$ cat src/rtl/adc_pkg.sv
// Shared constants and FSM encoding for the ADC capture-RAM reader and its helpers.
// No logic, so no latency of its own.
// No handshake of its own; it only names the word layout and the reader states.
package adc_pkg;

    localparam int SAMPLE_W       = 14;
    localparam int LANE_STRIDE    = 16;
    localparam int LANES_PER_WORD = 4;
    localparam int WORD_W         = 64;

    typedef enum logic [1:0] {
        IDLE   = 2'd0,
        READ   = 2'd1,
        WAIT   = 2'd2,
        UNPACK = 2'd3
    } state_t;

endpackage

$ cat src/rtl/adc_rdunpack_if.sv
// Sample stream from the RAM reader to the DSP/DAC path.
// Wires only, so there is no latency.
// valid/ready: the master holds sample and lane stable until ready is seen.
interface adc_rdunpack_if;

    logic [adc_pkg::SAMPLE_W-1:0] sample;
    logic [1:0]                   lane;
    logic                         valid;
    logic                         ready;

    modport master (output sample, output lane, output valid, input ready);
    modport slave  (input sample, input lane, input valid, output ready);

endinterface

$ cat src/rtl/adc_lane_mux.sv
// Selects one 14-bit sample out of a packed 64-bit ADC word. Bits 14-15 of each lane are dropped.
// Combinational, zero cycles.
// No handshake; the caller qualifies the result.
module adc_lane_mux
    import adc_pkg::*;
(
    input  logic [WORD_W-1:0]   word,
    input  logic [1:0]          lane,
    output logic [SAMPLE_W-1:0] sample
);

    // Each lane starts on a 16-bit boundary; only its low 14 bits carry the sample.
    always_comb begin
        sample = word[32'(lane) * LANE_STRIDE +: SAMPLE_W];
    end

endmodule

$ cat src/rtl/adc_rdunpack.sv
// Reads each word the ADC writer has committed and streams it out as four 14-bit samples.
// First sample RD_LATENCY+2 cycles after the level leaves zero. A word costs RD_LATENCY+5 cycles at full rate.
// A stalled sample holds sample and lane; no new read is issued until lane 3 is accepted.
// Optional: ADC_RDUNPACK_OVERRUN_EN adds the sticky overrun flag and the read-pointer resync.
module adc_rdunpack
    import adc_pkg::*;
#(
    parameter int RD_LATENCY = 2,
    parameter int DEPTH      = 16384,
    parameter int AW         = 15
) (
    input  logic              i_50clk,
    input  logic              i_nreset,
    input  logic [AW-1:0]     i_wr_ptr,
    output logic [AW-1:0]     o_rdaddress,
    output logic              o_rden,
    input  logic [WORD_W-1:0] i_q,
    adc_rdunpack_if.master    smp,
    output logic [AW-1:0]     o_level,
    output logic              o_overrun,
    input  logic              i_clr_overrun
);

    localparam logic [1:0] CNT_INIT = 2'(RD_LATENCY - 1);

    // Reject parameter sets the 2-bit latency counter or the level compare cannot represent.
    if (RD_LATENCY < 1 || RD_LATENCY > 4) begin : g_bad_latency
        $error("adc_rdunpack: RD_LATENCY must be 1..4");
    end
    if (DEPTH < 1 || DEPTH > (2 ** AW)) begin : g_bad_depth
        $error("adc_rdunpack: DEPTH must be 1..2^AW");
    end

    state_t              state;
    state_t              state_nxt;
    logic [AW-1:0]       rd_ptr;
    logic [AW-1:0]       addr_q;
    logic [1:0]          cnt;
    logic [WORD_W-1:0]   word;
    logic [1:0]          lane;
    logic                ovr_hit;
    logic                ovr_set;
    logic                resync;
    logic                accept;

    assign o_level = i_wr_ptr - rd_ptr;
    assign accept  = (state == UNPACK) && smp.ready;

`ifdef ADC_RDUNPACK_OVERRUN_EN
    localparam logic [AW:0] DEPTH_CMP = (AW + 1)'(DEPTH);
    // Overrun when the writer is at least DEPTH words ahead, so unread words are already overwritten.
    always_comb begin
        ovr_hit = ({1'b0, o_level} >= DEPTH_CMP);
    end
`else
    // Without the level check the reader never declares an overrun.
    always_comb begin
        ovr_hit = 1'b0;
    end
`endif

    // Next-state decision. The level is only consulted in IDLE and at the lane-3 accept.
    always_comb begin
        state_nxt = state;
        ovr_set   = 1'b0;
        resync    = 1'b0;
        case (state)
            IDLE: begin
                if (ovr_hit) begin
                    ovr_set = 1'b1;
                    resync  = 1'b1;
                end else if (o_level != '0) begin
                    state_nxt = READ;
                end
            end
            READ: state_nxt = WAIT;
            WAIT: begin
                if (cnt == 2'd0) begin
                    state_nxt = UNPACK;
                end
            end
            UNPACK: begin
                if (accept && (lane == 2'd3)) begin
                    if (ovr_hit) begin
                        ovr_set   = 1'b1;
                        resync    = 1'b1;
                        state_nxt = IDLE;
                    end else if (o_level != '0) begin
                        state_nxt = READ;
                    end else begin
                        state_nxt = IDLE;
                    end
                end
            end
            default: state_nxt = IDLE;
        endcase
    end

    // State register.
    always_ff @(posedge i_50clk or negedge i_nreset) begin
        if (!i_nreset) begin
            state <= IDLE;
        end else begin
            state <= state_nxt;
        end
    end

    // Read pointer, latency counter, word capture, lane index and the sticky overrun flag.
    always_ff @(posedge i_50clk or negedge i_nreset) begin
        if (!i_nreset) begin
            rd_ptr    <= '0;
            addr_q    <= '0;
            cnt       <= 2'd0;
            word      <= '0;
            lane      <= 2'd0;
            o_overrun <= 1'b0;
        end else begin
            if (resync) begin
                rd_ptr <= i_wr_ptr;
            end else if (state == READ) begin
                rd_ptr <= rd_ptr + 1'b1;
                addr_q <= rd_ptr;
            end

            if (state == READ) begin
                cnt <= CNT_INIT;
            end else if ((state == WAIT) && (cnt != 2'd0)) begin
                cnt <= cnt - 1'b1;
            end

            if ((state == WAIT) && (cnt == 2'd0)) begin
                word <= i_q;
                lane <= 2'd0;
            end else if (accept) begin
                lane <= lane + 1'b1;
            end

            // A set in the same cycle as a clear leaves the flag set.
            o_overrun <= ovr_set | (o_overrun & ~i_clr_overrun);
        end
    end

    // The address is presented with the strobe and held afterwards for the RAM's benefit.
    assign o_rden      = (state == READ);
    assign o_rdaddress = (state == READ) ? rd_ptr : addr_q;
    assign smp.valid   = (state == UNPACK);
    assign smp.lane    = lane;

    adc_lane_mux u_lane_mux (
        .word   (word),
        .lane   (lane),
        .sample (smp.sample)
    );

endmodule
$ cat src/flat_wrapper.sv
// flat-port wrapper written by rule: the top's interface ports become plain ports
module adc_rdunpack_flat import adc_pkg::*;
#(
    parameter int RD_LATENCY = 2,
    parameter int DEPTH      = 16384,
    parameter int AW         = 15
)
  (i_50clk, i_nreset, i_wr_ptr, o_rdaddress, o_rden, i_q, o_level, o_overrun, i_clr_overrun, smp_sample, smp_lane, smp_valid, smp_ready);
  adc_rdunpack_if smp_i ();
  input  logic i_50clk;
  input  logic i_nreset;
  input  logic [AW-1:0] i_wr_ptr;
  output logic [AW-1:0] o_rdaddress;
  output logic o_rden;
  input  logic [WORD_W-1:0] i_q;
  output logic [AW-1:0] o_level;
  output logic o_overrun;
  input  logic i_clr_overrun;
  output wire logic [$bits(smp_i.sample)-1:0] smp_sample;
  output wire logic [$bits(smp_i.lane)-1:0] smp_lane;
  output wire logic [$bits(smp_i.valid)-1:0] smp_valid;
  input wire logic [$bits(smp_i.ready)-1:0] smp_ready;
  assign smp_sample = smp_i.sample;
  assign smp_lane = smp_i.lane;
  assign smp_valid = smp_i.valid;
  assign smp_i.ready = smp_ready;
  adc_rdunpack #(.RD_LATENCY(RD_LATENCY), .DEPTH(DEPTH), .AW(AW)) u_core (.i_50clk(i_50clk), .i_nreset(i_nreset), .i_wr_ptr(i_wr_ptr), .o_rdaddress(o_rdaddress), .o_rden(o_rden), .i_q(i_q), .smp(smp_i), .o_level(o_level), .o_overrun(o_overrun), .i_clr_overrun(i_clr_overrun));
endmodule
$ cat config.mk
export PLATFORM = sky130hd
export DESIGN_NAME = adc_rdunpack_flat
export DESIGN_NICKNAME = d
export VERILOG_FILES = /design/src/rtl/adc_pkg.sv /design/src/rtl/adc_rdunpack_if.sv /design/src/rtl/adc_lane_mux.sv /design/src/rtl/adc_rdunpack.sv /design/src/flat_wrapper.sv
export SDC_FILE = /design/constraint.sdc
export NUM_CORES = 1
export LEC_CHECK = 0
export BUFFER_PORTS_ARGS = -buffer_cell sky130_fd_sc_hd__buf_2
export CAP_MARGIN = 15
export CORE_MARGIN = 3
export CORE_UTILIZATION = 30
export CTS_CLUSTER_DIAMETER = 100
export DETAILED_ROUTE_END_ITERATION = 6
export GPL_ROUTABILITY_DRIVEN = 0
export PLACE_DENSITY = 0.62
export SYNTH_ARGS = -nofsm -noshare
export SYNTH_HDL_FRONTEND = slang
export SYNTH_SLANG_ARGS = --single-unit
$ cat constraint.sdc
create_clock -name i_50clk -period 6.2 [get_ports i_50clk]
set_clock_uncertainty 0.05 [all_clocks]
set_input_delay 0.93 -clock i_50clk [delete_from_list [all_inputs] [get_ports i_50clk]]
set_output_delay 0.93 -clock i_50clk [all_outputs]
set_load 0.02 [all_outputs]
==> results of run 1 <==
## metal layers
| metal | share of wire | vias to the layer above |
|---|---|---|
| li1 | - | 1649 |
| met1 | 0.42 | 1714 |
| met2 | 0.51 | 78 |
| met3 | 0.039 | 19 |
| met4 | 0.025 | 0 |
| met5 | 0 | - |
## worst max path at each step
| stage | slack, ps | depth (start not counted) | endpoint |
|---|---|---|---|
| floorplan | 2490 | 9 | o_level[14] |
| global placement | 2090 | 11 | o_level[14] |
| detailed placement | 2070 | 11 | o_level[14] |
| CTS | 2070 | 11 | o_level[14] |
| global route | 1830 | 11 | o_level[14] |
| finish | 2090 | 11 | o_level[14] |
## report_power, final
part / total [mW] / internal, mW / switching [mW] / leakage, nW
clock: 0.517 / 0.276 / 0.242 / 0.129
sequential: 1.02 / 0.849 / 0.171 / 1.14
combinational: 1.33 / 0.655 / 0.678 / 1.55
## flip-flops by register name (all words and copies together) (netlist names)
signal            flops
u_core.smp.lane       2
u_core.rd_ptr        15
u_core.addr_q        15
u_core.word          56
u_core.o_overrun      1
u_core.cnt            2
u_core.state          2
## cells by family after synthesis
| family | synth area share |
|---|---|
| AO/OA/AOI/OAI | 0.07890 |
| XOR/XNOR | 0.04469 |
| adder cells (fa/ha/maj) | 0.06026 |
| buffers and inverters | 0.03141 |
| flip-flops | 0.4750 |
| multiplexers | 0.2377 |
| AND/OR/NAND/NOR | 0.07202 |
## worst max-delay path, cell delays in order
cell       delay, ps
buf_2             70
inv_1             30
ha_1             210
fa_1             400
nor2b_1          190
o21ai_1          160
a2111oi_2        420
nor2_1           130
a211oi_1         340
inv_1             70
buf_2            160
## Yosys cell counts (3+ instances only)
| cell type | n | area share |
|---|---|---|
| a21oi_1 | 12 | 0.012 |
| o21ai_0 | 9 | 0.0092 |
| nor2b_1 | 6 | 0.0077 |
| a21o_1 | 6 | 0.0092 |
| nand2b_1 | 3 | 0.0038 |
| mux2_2 | 71 | 0.16 |
| nor2_1 | 11 | 0.0084 |
| a211oi_1 | 3 | 0.0046 |
| xnor2_1 | 20 | 0.036 |
| mux4_2 | 14 | 0.064 |
| dfrtp_1 | 93 | 0.47 |
| nor4_1 | 3 | 0.0038 |
| clkbuf_1 | 12 | 0.0092 |
| nor3_1 | 4 | 0.0041 |
| ha_1 | 22 | 0.056 |
| nand3_1 | 10 | 0.010 |
| xor2_1 | 5 | 0.0089 |
| inv_1 | 27 | 0.021 |
| nand2_1 | 18 | 0.014 |
## cell type report
class / count / area [sq um]
Tap cell: 216 / 270.3
Fill cell: 1578 / 9852
Sequential cell: 93 / 2327
Multi-Input combinational cell: 256 / 2421
Inverter: 27 / 101.3
Timing Repair Buffer: 127 / 688.2
Clock buffer: 9 / 225.2
Clock inverter: 7 / 57.56
## through the flow
step	instance area (sq um)	hold slack [ps]	setup slack (ps)	total power, mW
floorplan	4900	411.1	2493	1.964
global placement	5753	426.2	2094	2.298
detailed placement	5753	436.2	2070	2.362
CTS	6036	302.5	2070	2.898
global route	6091	300.8	1835	3.077
finish	6091	322.0	2088	2.871
==> metrics.yaml, run 1 <==
status: "complete, no violations"
min_period_ps: 4112
dieWidth_microns: 133.8
drtIter0Drc: 150
start_util: 0.3073
synth_fp_nets: 496
fmax_mhz: 243.2
timing.rr.end: "u_core.state[1]"
dr.pass1.iters: 4
grt_antenna_before_repair: 0
postCtsSetupRepairBufs: 0
worst_pin_slew_ps: 1056
final_cell_mix: "buf_2 (122), dfrtp_1 (93), mux2_2 (71)"
drv_cap: 0
cts_tree: "built"
io_buffers: 123
synthCells: 390
timing.critical_path.arrival_ps: 3130
cts_buffers: 9
synth_flop_cell: "dfrtp_1"
slew_viol_final: 0
min_path_type: "primary input to async pin"
slew_headroom: 0.2957
start_kind: "primary input"
endpoint_kind: "output pin"
finalHoldViolations: 0
regToRegSetupSlack_ps: 3010
clock_latency_ps: 340
drc: 0
clkSinkCount: 93
gr-usage-met3: 0.02776
final_cells: 735
grt_util_met1: 0.1652
hpwl_microns: 8663
syn_to_final_growth_pct: 24.31
core-area_sq_um: 15940
crit_type: "primary input to output pin"
htreeDepth: 3
grt_max_degree: 91
n_antenna_cell: 0
grt_util_met2: 0.2215
synth_edf_count: 0
yosysSeqAreaShare: 0.4750
cts_root_buf: "clkbuf_16"
dp.cells: 717
crit_start: "i_wr_ptr[0]"
path_max_fanout: 3
setup_viol: 0
clkTransAtPathRegs_ps: 70
num_vias: 3460
grt_overflow: 0
die_h_microns: 133.8
die-area_sq_um: 17900
netlist_area_sq_um: 4900
rr_startpoint: "u_core.rd_ptr[0]"
ir_worst_vdd_uv: 195.1
powerDensity_nw_per_um2: 471.4
synth_cell_types: 52
cp.required_ps: 5220
fin_crit_sh: 0.6633
fin_nets: 620
p_leak_nw: 2.814
io_pins: 132
grt_busiest_layer: "met2"
grt_use_total: 0.1310
wl_microns: 11460
final_core_util: 0.3820
grt_pass1_vias: 3642
wire_per_inst_microns: 15.59
clockBufferDepth: 2
cts_resized: 0
ant_nets: 0
async_flop_share: 1.000
yosysWarnings: 0
syn_area_per_cell_sq_um: 12.56
hold_buffers: 0
placementRows: 46
vias_per_cell: 4.707
synth-seq-cells: 93
grt_pass1_wl_microns: 18780
rr_worst_depth: 9
drive_gt1_frac: 0.4605
tns_ps: 0
final_common_cell: "buf_2"
rsz0062_at_grt: "no"
Power figures use the tool's default switching activity.
==> run 2: changes to the inputs <==
==> constraint.sdc (replaced) <==
create_clock -name i_50clk -period 3.8 [get_ports i_50clk]
set_clock_uncertainty 0.05 [all_clocks]
set_input_delay 0.57 -clock i_50clk [delete_from_list [all_inputs] [get_ports i_50clk]]
set_output_delay 0.57 -clock i_50clk [all_outputs]
set_load 0.02 [all_outputs]
==> metrics.yaml, run 2 (synthesis results as in run 1) <==
syn_to_final_growth_pct: 26.17
n_antenna_cell: 0
htreeDepth: 3
tns_ps: 0
slew_headroom: 0.3632
clock_latency_ps: 340
io_pins: 132
placementRows: 46
rr_startpoint: "u_core.rd_ptr[0]"
start_kind: "register"
worst_pin_slew_ps: 955.3
slew_viol_final: 0
timing.critical_path.arrival_ps: 2890
die-area_sq_um: 17900
clkTransAtPathRegs_ps: 70
dieWidth_microns: 133.8
min_period_ps: 3511
switching_share: 0.3647
crit_type: "register to output pin"
final_common_cell: "buf_2"
power_frac_seq: 0.343
io_buffers: 123
clkSinkCount: 93
ir_worst_vdd_uv: 394.4
drv_cap: 0
worst_slack_ps: 289.4
switchingPower_mw: 1.775
endpoint_kind: "output pin"
cp_slowest_cell: "dfrtp_1"
cp.required_ps: 3180
core-area_sq_um: 15940
drc: 0
max_stage_delay_ps: 480
largest_register_ffs: 56
cts_tree: "built"
min_path_type: "primary input to async pin"
hpwl_microns: 8680
p_leak_nw: 2.863
cellInternalPower_mw: 3.091
postCtsSetupRepairBufs: 0
cts_root_buf: "clkbuf_16"
dpl_cell_area_sq_um: 5776
timing.rr.end: "u_core.state[1]"
drtIter0Drc: 137
powerDensity_nw_per_um2: 787.1
grt_use_total: 0.1318
grt_pass1_wl_microns: 18820
fin_nets: 623
setup_viol: 0
vias_per_cell: 4.659
ant_nets: 0
final_cell_mix: "buf_2 (122), dfrtp_1 (93), mux2_2 (71)"
regToRegSetupSlack_ps: 600
combPwrFrac: 0.454
final_cells: 738
num_vias: 3438
hold_buffers: 0
reg_top3: "u_core.word (56), u_core.addr_q (15), u_core.rd_ptr (15)"
top_register: "u_core.word"
fin_crit_sh: 0.9239
rr_worst_depth: 10
p_clk_frac: 0.202
cts_buffers: 9
dp_slack_ps: 421.2
wire_per_inst_microns: 15.58
grt_antenna_before_repair: 0
wl_microns: 11500
rsz0062_at_grt: "no"
finalHoldViolations: 0
drive_gt1_frac: 0.4655
grt_overflow: 0
grt_pass1_vias: 3703
dp.cells: 720
status: "complete, no violations"
crit_chain: "ha_1 > fa_1 > nor2b_1 > o21ai_1 > a2111oi_4 > nor2_1 > a211oi_2 > inv_1 > buf_2"
die_h_microns: 133.8
clockBufferDepth: 2
final_area_sq_um: 6182
dr.pass1.iters: 4
grt_max_degree: 94
start_util: 0.3073
path_max_fanout: 7
fmax_mhz: 284.8
-- run 2: cell types whose count changed in the layout (fill, tap and decap cells not counted), sizes merged --
cell / delta
clkbuf: +2
buf: +3
clkinvlp: -2
inv: -1
bufinv: +2
clkinv: -1
-- run 2: metal layers --
layer  wire (microns)  vias up  GRT usage  part of all wire
li1                 -     1652          -                 -
met1             4804     1698     0.1613              0.42
met2             6028       71     0.2254              0.52
met3              452       17    0.03713             0.039
met4              214        0    0.04286             0.019
met5                0        -          0                 0
-- run 2: worst max-delay path, delay by kind of cell, from the launching register on --
kind / cells / cell delay (ps)
buffers and inverters: 2 / 220
AOI/OAI and AO/OA: 3 / 820
and+or+nand+nor: 2 / 350
DFF: 1 / 480
adders and majority gates: 2 / 660
-- run 2: per-stage QoR --
step,hold WS (ps),power [mW],utilization
floorplan,224.4,3.204,-
global placement,426.5,3.780,0.3623
detailed placement,434.4,3.876,0.3623
CTS,296.5,4.891,0.3832
global route,200.5,5.202,0.3878
finish,168.0,4.866,0.3878
-- run 2: how the worst max path moves through the flow --
stage                           from               to  slack [ps]  depth (start not counted)
floorplan                i_wr_ptr[0]  u_core.state[1]         730                         11
global placement         i_wr_ptr[0]      o_level[14]         440                         11
detailed placement       i_wr_ptr[0]      o_level[14]         420                         11
CTS                 u_core.rd_ptr[0]      o_level[14]         180                          9
global route        u_core.rd_ptr[0]      o_level[14]          20                          9
finish              u_core.rd_ptr[0]      o_level[14]         290                          9
-- run 2: repair_timing --
action | CTS | global route
setup endpoints to repair | 0 | 1
endpoints found under the hold margin | 0 | 0
resized for setup | 0 | 2
-- run 2: area by class of cell --
type / instances / area (sq um)
clock buffer: 11 / 252.7
clock inverter: 5 / 81.33
fill: 1559 / 9761
inverter: 27 / 101.3
multi-input combinational: 256 / 2439
sequential: 93 / 2327
tap: 216 / 270.3
timing repair buffer: 130 / 710.7
-- run 2: power by group through the flow --
stage	registers [mW]	clock network [mW]	logic, mW
3_5_place_dp	1.73	0	2.14
2_1_floorplan	1.57	0	1.63
3_3_place_gp	1.69	0	2.09
4_1_cts	1.71	1.02	2.15
6_report	1.67	0.984	2.21
5_1_grt	1.73	1.06	2.41
==> run 3: changes to the inputs <==
--- a/config.mk
+++ b/config.mk
@@ -13,6 +13,7 @@
 export DETAILED_ROUTE_END_ITERATION = 6
 export GPL_ROUTABILITY_DRIVEN = 0
 export PLACE_DENSITY = 0.62
+export REMOVE_ABC_BUFFERS = 1
 export SYNTH_ARGS = -nofsm -noshare
 export SYNTH_HDL_FRONTEND = slang
 export SYNTH_SLANG_ARGS = --single-unit
==> metrics.yaml, run 3 (synthesis results as in run 1) <==
final_cells: 737
path_max_fanout: 7
endpoint_kind: "output pin"
htreeDepth: 3
clkSinkCount: 93
grt_pass1_wl_microns: 18250
crit_start: "u_core.rd_ptr[0]"
clockBufferDepth: 2
ir_worst_vdd_uv: 455.3
fin_nets: 622
worst_slack_ps: 340.1
rr_startpoint: "u_core.rd_ptr[0]"
io_pins: 132
core-area_sq_um: 15940
die_h_microns: 133.8
top_register: "u_core.word"
placementRows: 46
ant_nets: 0
start_util: 0.3073
fill_cells: 1572
rr_worst_depth: 10
rsz0062_at_grt: "no"
start_kind: "register"
grt_use_total: 0.1267
grt_overflow: 0
powerDensity_nw_per_um2: 771.1
drive_gt1_frac: 0.4626
min_period_ps: 3460
cts_root_buf: "clkbuf_16"
die-area_sq_um: 17900
cts_tree: "built"
grt_antenna_before_repair: 0
largest_register_ffs: 56
num_vias: 3435
crit_end: "o_level[14]"
dp.cells: 721
syn_to_final_growth_pct: 24.46
setup_viol: 0
drv_cap: 0
path_delay_family: "compound AO/OA/AOI/OAI gates"
worst_pin_slew_ps: 842.6
p_leak_nw: 2.833
cts_buffers: 9
status: "complete, no violations"
max_stage_delay_ps: 460
final_cell_mix: "buf_2 (122), dfrtp_1 (93), mux2_2 (71)"
min_path_type: "primary input to async pin"
dr.pass1.iters: 4
tns_ps: 0
io_buffers: 123
drtIter0Drc: 120
n_antenna_cell: 0
dieWidth_microns: 133.8
grt_max_degree: 67
fmax_mhz: 289.0
timing.rr.end: "u_core.state[1]"
cp.depth: 9
vias_per_cell: 4.661
fin_crit_sh: 0.9105
clkTransAtPathRegs_ps: 70
hpwl_microns: 8377
grt_pass1_vias: 3682
worstPathBufferInverterCount: 2
slew_viol_final: 0
crit_type: "register to output pin"
timing.critical_path.arrival_ps: 2840
regToRegSetupSlack_ps: 750
dp_slack_ps: 391.3
final_common_cell: "buf_2"
clock_latency_ps: 340
reg_top3: "u_core.word (56), u_core.addr_q (15), u_core.rd_ptr (15)"
wl_microns: 11070
wire_per_inst_microns: 15.02
finalHoldViolations: 0
crit_chain: "ha_1 > fa_1 > nor2b_1 > o21ai_1 > a2111oi_2 > nor2_1 > a211oi_2 > inv_1 > buf_2"
slew_headroom: 0.4382
drc: 0
cp.required_ps: 3180
cp_slowest_cell: "dfrtp_1"
-- run 3: how the worst min path moves through the flow --
stage               depth (start not counted)                to  slack (ps)
floorplan                                   0  u_core.addr_q[0]         220
global placement                            1  u_core.addr_q[6]         430
detailed placement                          1  u_core.addr_q[2]         430
CTS                                         1    u_core.word[2]         300
global route                                2  u_core.o_overrun         320
finish                                      1   u_core.word[44]         280
-- run 3: worst reg2reg max path, delay by kind of cell, from the launching register on --
family,cells,cell delay (ps)
and+or+nand+nor,3,610
adders and majority gates,2,650
muxes,1,290
DFF,1,460
AOI/OAI and AO/OA,4,880
-- run 3: what timing repair did --
action	in CTS	in global routing
hold endpoints to repair	0	0
hold buffers	0	0
resized for setup	0	1
endpoints found under the setup margin	0	1
buffers inserted	0	0
-- run 3: power breakdown --
| part | leakage (nW) | internal (mW) | switching [mW] |
|---|---|---|---|
| sequential | 1.14 | 1.39 | 0.258 |
| combinational | 1.54 | 1.05 | 1.09 |
| clock | 0.152 | 0.537 | 0.383 |
-- run 3: stage by stage --
stage | hold slack, ps | util | instance area, sq um | power, mW
floorplan | 224.4 | - | 4847 | 3.189
global route | 315.1 | 0.3825 | 6098 | 5.036
finish | 276.7 | 0.3825 | 6098 | 4.703
global placement | 426.5 | 0.3627 | 5783 | 3.746
CTS | 301.5 | 0.3822 | 6093 | 4.775
detailed placement | 431.6 | 0.3627 | 5783 | 3.827
-- run 3: cell type report --
class	instances	area, sq um	area share
flip-flops and latches	93	2327	0.3816
clock buffers	11	242.7	0.03980
repair buffers	129	663.1	0.1087
inverters	27	101.3	0.01662
well taps	216	270.3	0.04432
multi-input cells	256	2426	0.3978
clock inverters	5	67.56	0.01108
-- run 3: layer usage --
layer	global-route usage	up-vias	routed length, microns
met5	0	-	0
met4	0.04171	0	191
met3	0.04276	18	777
met2	0.2041	114	5148
met1	0.1610	1651	4954
li1	-	1652	-
